## src/rtl/exec_sequencer.sv

```systemverilog
// Multi-cycle Y86-64 execute-stage controller: drives a shared external ALU,
// captures valE, owns the condition codes and resolves cnd for cmovXX/jXX.
module exec_sequencer #(
  parameter int          WIDTH      = 64,
  parameter int          STACK_STEP = 8,
  parameter logic [2:0]  CC_RST     = 3'b001
) (
  input  logic             clk,
  input  logic             reset,
  input  logic             in_valid,
  output logic             in_ready,
  input  logic [3:0]       icode,
  input  logic [3:0]       ifun,
  input  logic [WIDTH-1:0] valA,
  input  logic [WIDTH-1:0] valB,
  input  logic [WIDTH-1:0] valC,
  output logic [1:0]       alu_fn,
  output logic [WIDTH-1:0] alu_a,
  output logic [WIDTH-1:0] alu_b,
  input  logic [WIDTH-1:0] alu_res,
  input  logic             alu_of,
  output logic             out_valid,
  input  logic             out_ready,
  output logic [WIDTH-1:0] valE,
  output logic             cnd,
  output logic [2:0]       cc,
  output logic             err
);

  typedef enum logic [1:0] {
    S_IDLE = 2'd0,
    S_EXEC = 2'd1,
    S_RESP = 2'd2
  } state_t;

  localparam logic [1:0] FN_ADD = 2'd0;
  localparam logic [1:0] FN_SUB = 2'd1;

  state_t           state_q, state_d;
  logic [3:0]       icode_q, icode_d;
  logic [3:0]       ifun_q, ifun_d;
  logic [1:0]       alu_fn_q, alu_fn_d;
  logic [WIDTH-1:0] alu_a_q, alu_a_d;
  logic [WIDTH-1:0] alu_b_q, alu_b_d;
  logic [WIDTH-1:0] valE_q, valE_d;
  logic             cnd_q, cnd_d;
  logic             err_q, err_d;
  logic [2:0]       cc_q, cc_d;

  function automatic logic is_illegal(input logic [3:0] ic, input logic [3:0] fn);
    logic bad;
    bad = 1'b0;
    if (ic > 4'hB) begin
      bad = 1'b1;
    end else if ((ic == 4'h6) && (fn > 4'd3)) begin
      bad = 1'b1;
    end else if (((ic == 4'h2) || (ic == 4'h7)) && (fn > 4'd6)) begin
      bad = 1'b1;
    end else begin
      bad = 1'b0;
    end
    return bad;
  endfunction

  // cc is {OF,SF,ZF}
  function automatic logic cond_eval(input logic [3:0] fn, input logic [2:0] c);
    logic of_v, sf_v, zf_v, r;
    of_v = c[2];
    sf_v = c[1];
    zf_v = c[0];
    case (fn)
      4'd0:    r = 1'b1;
      4'd1:    r = (sf_v ^ of_v) | zf_v;
      4'd2:    r = sf_v ^ of_v;
      4'd3:    r = zf_v;
      4'd4:    r = ~zf_v;
      4'd5:    r = ~(sf_v ^ of_v);
      4'd6:    r = ~(sf_v ^ of_v) & ~zf_v;
      default: r = 1'b0;
    endcase
    return r;
  endfunction

  // Next-state, operand selection and result capture
  always_comb begin
    state_d  = state_q;
    icode_d  = icode_q;
    ifun_d   = ifun_q;
    alu_fn_d = alu_fn_q;
    alu_a_d  = alu_a_q;
    alu_b_d  = alu_b_q;
    valE_d   = valE_q;
    cnd_d    = cnd_q;
    err_d    = err_q;
    cc_d     = cc_q;
    case (state_q)
      S_IDLE: begin
        if (in_valid) begin
          state_d  = S_EXEC;
          icode_d  = icode;
          ifun_d   = ifun;
          alu_fn_d = FN_ADD;
          alu_a_d  = '0;
          alu_b_d  = '0;
          // Operands are registered at accept so they are stable throughout EXEC.
          if (!is_illegal(icode, ifun)) begin
            case (icode)
              4'h2: begin alu_fn_d = FN_ADD;    alu_a_d = valA;                alu_b_d = '0;   end
              4'h3: begin alu_fn_d = FN_ADD;    alu_a_d = valC;                alu_b_d = '0;   end
              4'h4,
              4'h5: begin alu_fn_d = FN_ADD;    alu_a_d = valC;                alu_b_d = valB; end
              4'h6: begin alu_fn_d = ifun[1:0]; alu_a_d = valA;                alu_b_d = valB; end
              4'h8,
              4'hA: begin alu_fn_d = FN_SUB;    alu_a_d = WIDTH'(STACK_STEP);  alu_b_d = valB; end
              4'h9,
              4'hB: begin alu_fn_d = FN_ADD;    alu_a_d = WIDTH'(STACK_STEP);  alu_b_d = valB; end
              default: begin alu_fn_d = FN_ADD; alu_a_d = '0;                  alu_b_d = '0;   end
            endcase
          end else begin
            alu_fn_d = FN_ADD;
          end
        end else begin
          state_d = S_IDLE;
        end
      end
      S_EXEC: begin
        state_d  = S_RESP;
        err_d    = is_illegal(icode_q, ifun_q);
        valE_d   = '0;
        cnd_d    = 1'b0;
        alu_fn_d = FN_ADD;
        alu_a_d  = '0;
        alu_b_d  = '0;
        if (!is_illegal(icode_q, ifun_q)) begin
          case (icode_q)
            4'h2, 4'h3, 4'h4, 4'h5, 4'h6,
            4'h8, 4'h9, 4'hA, 4'hB: valE_d = alu_res;
            default:                valE_d = '0;
          endcase
          // cnd sees cc_q, i.e. the flags before this instruction's update.
          if ((icode_q == 4'h2) || (icode_q == 4'h7)) begin
            cnd_d = cond_eval(ifun_q, cc_q);
          end else begin
            cnd_d = 1'b0;
          end
          if (icode_q == 4'h6) begin
            cc_d = {alu_of, alu_res[WIDTH-1], (alu_res == '0)};
          end else begin
            cc_d = cc_q;
          end
        end else begin
          cc_d = cc_q;
        end
      end
      S_RESP: begin
        if (out_ready) begin
          state_d = S_IDLE;
        end else begin
          state_d = S_RESP;
        end
      end
      default: begin
        state_d = S_IDLE;
      end
    endcase
  end

  // State and datapath registers with synchronous reset
  always_ff @(posedge clk) begin
    if (reset) begin
      state_q  <= S_IDLE;
      icode_q  <= 4'h0;
      ifun_q   <= 4'h0;
      alu_fn_q <= 2'd0;
      alu_a_q  <= '0;
      alu_b_q  <= '0;
      valE_q   <= '0;
      cnd_q    <= 1'b0;
      err_q    <= 1'b0;
      cc_q     <= CC_RST;
    end else begin
      state_q  <= state_d;
      icode_q  <= icode_d;
      ifun_q   <= ifun_d;
      alu_fn_q <= alu_fn_d;
      alu_a_q  <= alu_a_d;
      alu_b_q  <= alu_b_d;
      valE_q   <= valE_d;
      cnd_q    <= cnd_d;
      err_q    <= err_d;
      cc_q     <= cc_d;
    end
  end

  assign in_ready  = (state_q == S_IDLE);
  assign out_valid = (state_q == S_RESP);
  assign alu_fn    = alu_fn_q;
  assign alu_a     = alu_a_q;
  assign alu_b     = alu_b_q;
  assign valE      = valE_q;
  assign cnd       = cnd_q;
  assign err       = err_q;
  assign cc        = cc_q;

endmodule

```

## config.mk

```make
export PLATFORM = sky130hd
export DESIGN_NAME = exec_sequencer
export DESIGN_NICKNAME = d
export VERILOG_FILES = /design/src/rtl/exec_sequencer.sv
export SDC_FILE = /design/constraint.sdc
export NUM_CORES = 1
export LEC_CHECK = 0
export CAP_MARGIN = 20
export CORE_AREA = 4 4 181 183
export DETAILED_ROUTE_END_ITERATION = 8
export DIE_AREA = 0 0 185 187
export PLACE_DENSITY_LB_ADDON = 0.05
export REMOVE_ABC_BUFFERS = 1
export SYNTH_ARGS = -nofsm -noshare
export SYNTH_HDL_FRONTEND = slang
export SYNTH_SLANG_ARGS = --single-unit
```

## constraint.sdc

```tcl
create_clock -name clk -period 2.08 [get_ports clk]
set_input_delay 0.416 -clock clk [delete_from_list [all_inputs] [get_ports clk]]
set_output_delay 0.416 -clock clk [all_outputs]
set_load 0.05 [all_outputs]
```

### Word-level counts from Yosys, hierarchy flattened

Cells that the tools add are included.

* bits in registers: 209
* output and inout bits: 201
* word-level logic and storage cells: 99

* magnitude comparators: 6
* eq/ne operators: 29
* mux-type cells: 29
* bitwise gates (word level): 6
* reduce and logical (&&, ||, !) cells: 19

Operators with widths (number)
* $mux W64: 7
* $pmux W64 S2: 2
* $pmux W64 S3: 1
* $logic_not A64 Y1: 1
* $eq A4 B3 Y1 const B: 11
* $eq A4 B4 Y1 const B: 8
* $eq A4 B2 Y1 const B: 6
* $mux W1: 12
* $reduce_or A9 Y1: 1
* $gt A4 B2 Y1 const B: 2
* $gt A4 B3 Y1 const B: 2
* $gt A4 B4 Y1 const B: 2
* $pmux W2 S2: 2
* $pmux W1 S7: 1
* $reduce_or A7 Y1: 1
* $mux W2: 3
* $pmux W2 S3: 1
* $eq A4 B1 Y1 const B: 1
* $logic_and A1 B1 Y1: 4
* $logic_not A4 Y1: 1
* $reduce_and A2 Y1: 2
* $reduce_or A2 Y1: 2
* $reduce_or A4 Y1: 1
* $not A1 Y1: 3
* 11 further kinds: 12

### Logic depth before layout (Yosys ltp)

* depth after elaboration: 11
* gate-level depth with buffers: 7
* depth with buffers taken out: 4

### Least setup slack after synthesis

Ideal clock, no wire load.

* path kind: input to register
* start point: in icode[3]
* end point: reg alu_b_q[10] (netlist: alu_b[10])
* setup time: 0.117 ns
* arrival time: 1.602 ns
* setup slack: 0.361 ns
* cell stages on the path: 7
* cells stage by stage: clkbuf_1 o21bai_1 o311ai_2 and3b_1 buf_6 buf_6 a22o_1

* longest elaborated chain between the ends: 11
* elaborated cells between the ends (all ways): 23

RTL lines
* from (decl): line 12 `input logic [3:0] icode,`
* $eq A4 B2 Y1 / $eq A4 B3 Y1 (equally long branches): line 57 `end else if (((ic == 4'h2) || (ic == 4'h7)) && (fn > 4'd6)) begin`
* $logic_or A1 B1 Y1: line 57
* $logic_and A1 B1 Y1: line 57
* $mux W1: line 57
* $mux W1: line 55 `end else if ((ic == 4'h6) && (fn > 4'd3)) begin`
* $mux W1: line 53 `if (ic > 4'hB) begin`
* $mux W1: line 98 `if (in_valid) begin`
* $mux W1: line 96 `case (state_q)`
* $mux W64 (*): line 106 `if (!is_illegal(icode, ifun)) begin`
* $mux W64 (*): line 98
* $pmux W64 S2 (*): line 96
* to (signal assigned): line 187 `alu_b_q <= alu_b_d;`
* to (decl): line 44 `logic [WIDTH-1:0] alu_b_q, alu_b_d;`

Every way passes the cells marked *; elsewhere a longest branch is shown, timed or not. The select of a mux whose other input is x is not followed.
A chain may end at the register's enable or synchronous reset.

### Worst setup path after layout

* start point: in in_valid
* end point: reg alu_a_q[8] (netlist: alu_a[8])

* longest elaborated chain between the ends: 2

RTL lines
* from (decl): line 10 `input logic in_valid,`
* $ne A2 B2 Y1 (no source line)
* $reduce_and A2 Y1 (no source line)
* to (signal assigned): line 186 `alu_a_q <= alu_a_d;`
* to (decl): line 43 `logic [WIDTH-1:0] alu_a_q, alu_a_d;`

No other way between the ends.

==> impl_metrics.csv <==
group,metric,value,unit
power,vdd_drop_max,0.4644,mV
route,num_vias,8165,
clock_network,clkSlewWorstSetupHoldPaths,0.06,ns
timing,clock_skew,0.005692,ns
worst_setup_path,critPathMaxStageDelay,0.55,ns
synth,ys_seq_area_share,51.15,%
global_routing,antenna_found_initial,5,
worst_setup_path,crit_fanout,15,
cells_and_area,final_util,47.16,%
synth,yosysWarnings,0,
timing,finalMaxSlewViolations,0,
route,ant_nets,0,
cells_and_area,area_growth,80.05,%
clock_network,clockBufferDepth,3,
place,dp_slack,-0.3269,ns
floorplan,fp.dieH,187,µm
synth,synthTopCellsByArea,"dfxtp_1 (51%), a22o_1 (14%), a211oi_2 (9.2%)",
place,place.gp.congestion,0.8092,
global_routing,grtUsageTotal,18.59,%
floorplan,io_pins,470,
clock_network,postCtsSetupBuffers,0,
floorplan,coreArea,31230,µm²
route,wirelength,34060,µm
synth,yosysTopAreaCell,"dfxtp_1",
route,wire_per_inst,20.26,µm
global_routing,grt_pass1_vias,8447,
synth,syn-mean-instance-area,11.24,µm²
floorplan,die-area,34600,µm²
timing,fmax,532.9,MHz
clock_network,cts_hold_buf,0,
place,port_buffers,469,
power,powerDensity,728.9,nW/µm²
worst_setup_path,path_class,"in -> reg",
timing,worstMarginPinSlew,0.5766,ns
worst_setup_path,r2r_end,"alu_a[8]",
worst_setup_path,reg2regPathDepth,6,
timing,timing.final.ws_setup,0.2035,ns
worst_setup_path,critPathArrivalTime,2.30,ns
synth,synthArstFlopShare,0,%
cells_and_area,fin_area,14730,µm²
floorplan,initial_utilization,26.19,%
power,leakage,0.006234,µW
clock_network,clk_latency,0.51,ns
outcome,status,"completed",
worst_setup_path,critPathSlowestCell,"clkdlybuf4s50_1",
job,drv_cap,0,
worst_setup_path,required,2.51,ns
worst_setup_path,cp-start-kind,"primary input",
global_routing,grt_pass1_wl,50930,µm
synth,syn_inst,728,
timing,relSlewSlack,61.56,%
worst_hold_path,hold_class,"in -> reg",
floorplan,num_rows,65,
synth,synth_edf_count,0,
clock_network,cts_buffers,25,
cells_and_area,drive_above_1_share,19.81,%
global_routing,grt_max_degree,66,
synth,synth_most_common_cell,"dfxtp_1",
synth,syn-cell-area,8179,µm²
route,drt_iter0_markers,518,
route,post_drt_via_cell_ratio,4.857,
global_routing,overflow,0,
worst_setup_path,reg2reg_slack,0.35,ns
floorplan,die_width,185,µm
worst_setup_path,reg2reg_from,"state_q[1]",
synth,synth_commonest_cells,"dfxtp_1 (209), a22o_1 (130), nand2_1 (83), a222oi_1 (62), a211oi_2 (60)",
timing,period_minus_slack,1.876,ns
route,drtPass1Iterations,7,
synth,ys_ff_latch,209,
timing,rsz0062_at_grt,"no",
timing,fin_crit_sh,90.22,%
route,drc,0,
cells_and_area,nets,1528,
worst_setup_path,endpoint,"alu_a[8]",
worst_setup_path,startpoint,"in_valid",
synth,synthFlopType,"dfxtp_1",
timing,final_hold_viol_count,0,
clock_network,clock_sinks,209,
synth,yosysUniqueCellTypes,49,
power,p_total,10730,µW
place,hpwl,25850,µm
clock_network,cts_max_level,1,
timing,setup_tns,0,ns
synth,synth_top_area_share,51.15,%
worst_setup_path,critical_path.cell_chain,"clkdlybuf4s50_1 > or3b_1 > a211oi_4 > nand2_4 > buf_12 > buf_4 > a211oi_2",
clock_network,cts_tree,"yes",
place,post_dp_cell_area,14050,µm²
worst_setup_path,crit_path_end_kind,"flop",
timing,finalSetupViolations,0,
clock_network,clock_tree.root_cell,"clkbuf_16",
stage by stage:
stage,std cells,hold WS [ns]
floorplan,652,0.4653
global route,1681,0.2110
finish,1681,0.2081
global placement,1634,0.4357
detailed placement,1634,0.4420
CTS,1679,0.1876
placed cells by master, fill, tap and decap left out, drive strengths merged, types with 3 or more instances in the layout:
cell	instances
mux2i	3
nor4	16
nand2b	5
nor2	9
buf	139
a222oi	62
nor3b	3
clkinv	6
bufinv	4
dfxtp	209
nor2b	5
dlygate4sd2	173
nand2	84
and2	4
o21bai	3
nor3	3
a31oi	3
a22o	130
nand3b	3
clkbuf	34
nand4	5
a211oi	65
a21oi	18
clkdlybuf4s50	267
where the power goes:
part	switching (µW)	internal, µW	leakage, µW
Sequential	67.7	4110	0.00169
Combinational	953	933	0.00410
Clock	1730	2940	0.000441
Total	2750	7980	0.00623
cell families after synthesis:
group | after synthesis | share of synthesized area [%]
AND/OR/NAND/NOR | 144 | 8.582
multiplexers | 3 | 0.3672
AO/OA/AOI/OAI | 293 | 34.13
flip-flops | 209 | 51.15
XOR/XNOR | 2 | 0.2142
buffers and inverters | 77 | 5.553
per-layer routing:
layer,share of wire [%],wire [µm],global-route usage (%)
met1,40,13710,22.25
met3,9.1,3098,6.145
met2,49,16630,32.58
met4,1.7,578,3.670
met5,0.13,44,0
worst max-delay path, delay by kind of cell:
| kind | cells | cell delay (ns) |
|---|---|---|
| AO/OA/AOI/OAI | 2 | 0.41 |
| buffers and inverters | 3 | 0.88 |
| AND/OR/NAND/NOR | 2 | 0.59 |
cell type report:
type	instances	area (µm²)
Clock buffer	34	729.5
Sequential cell	209	4184
Clock inverter	11	157.7
Antenna cell	2	5.005
Multi-Input combinational cell	442	3575
Timing Repair Buffer	580	5569
Tap cell	402	503.0
Inverter	1	3.754
Fill cell	3028	16500
registers in the layout, indices dropped and copies added (netlist names):
name / flops
alu_a: 64
alu_b: 64
alu_fn: 2
cc: 3
cnd: 1
err: 1
icode_q: 4
ifun_q: 4
state_q: 2
valE: 64
timing repair:
item                                    CTS  global route
gates resized for setup                 173             1
endpoints found under the setup margin  173             1
endpoints found under the hold margin     0             0
how the worst min path moves through the flow:
stage               start    endpoint  slack [ns]  depth (start not counted)
2_1_floorplan  icode_q[1]  icode_q[1]        0.47                          2
3_3_place_gp          cnd         cnd        0.44                          2
3_5_place_dp          cnd         cnd        0.44                          2
4_1_cts             reset  icode_q[2]        0.19                          2
5_1_grt             reset   ifun_q[3]        0.21                          2
6_report            reset  icode_q[0]        0.21                          2
Note: power is estimated with default switching activity, not from simulation.
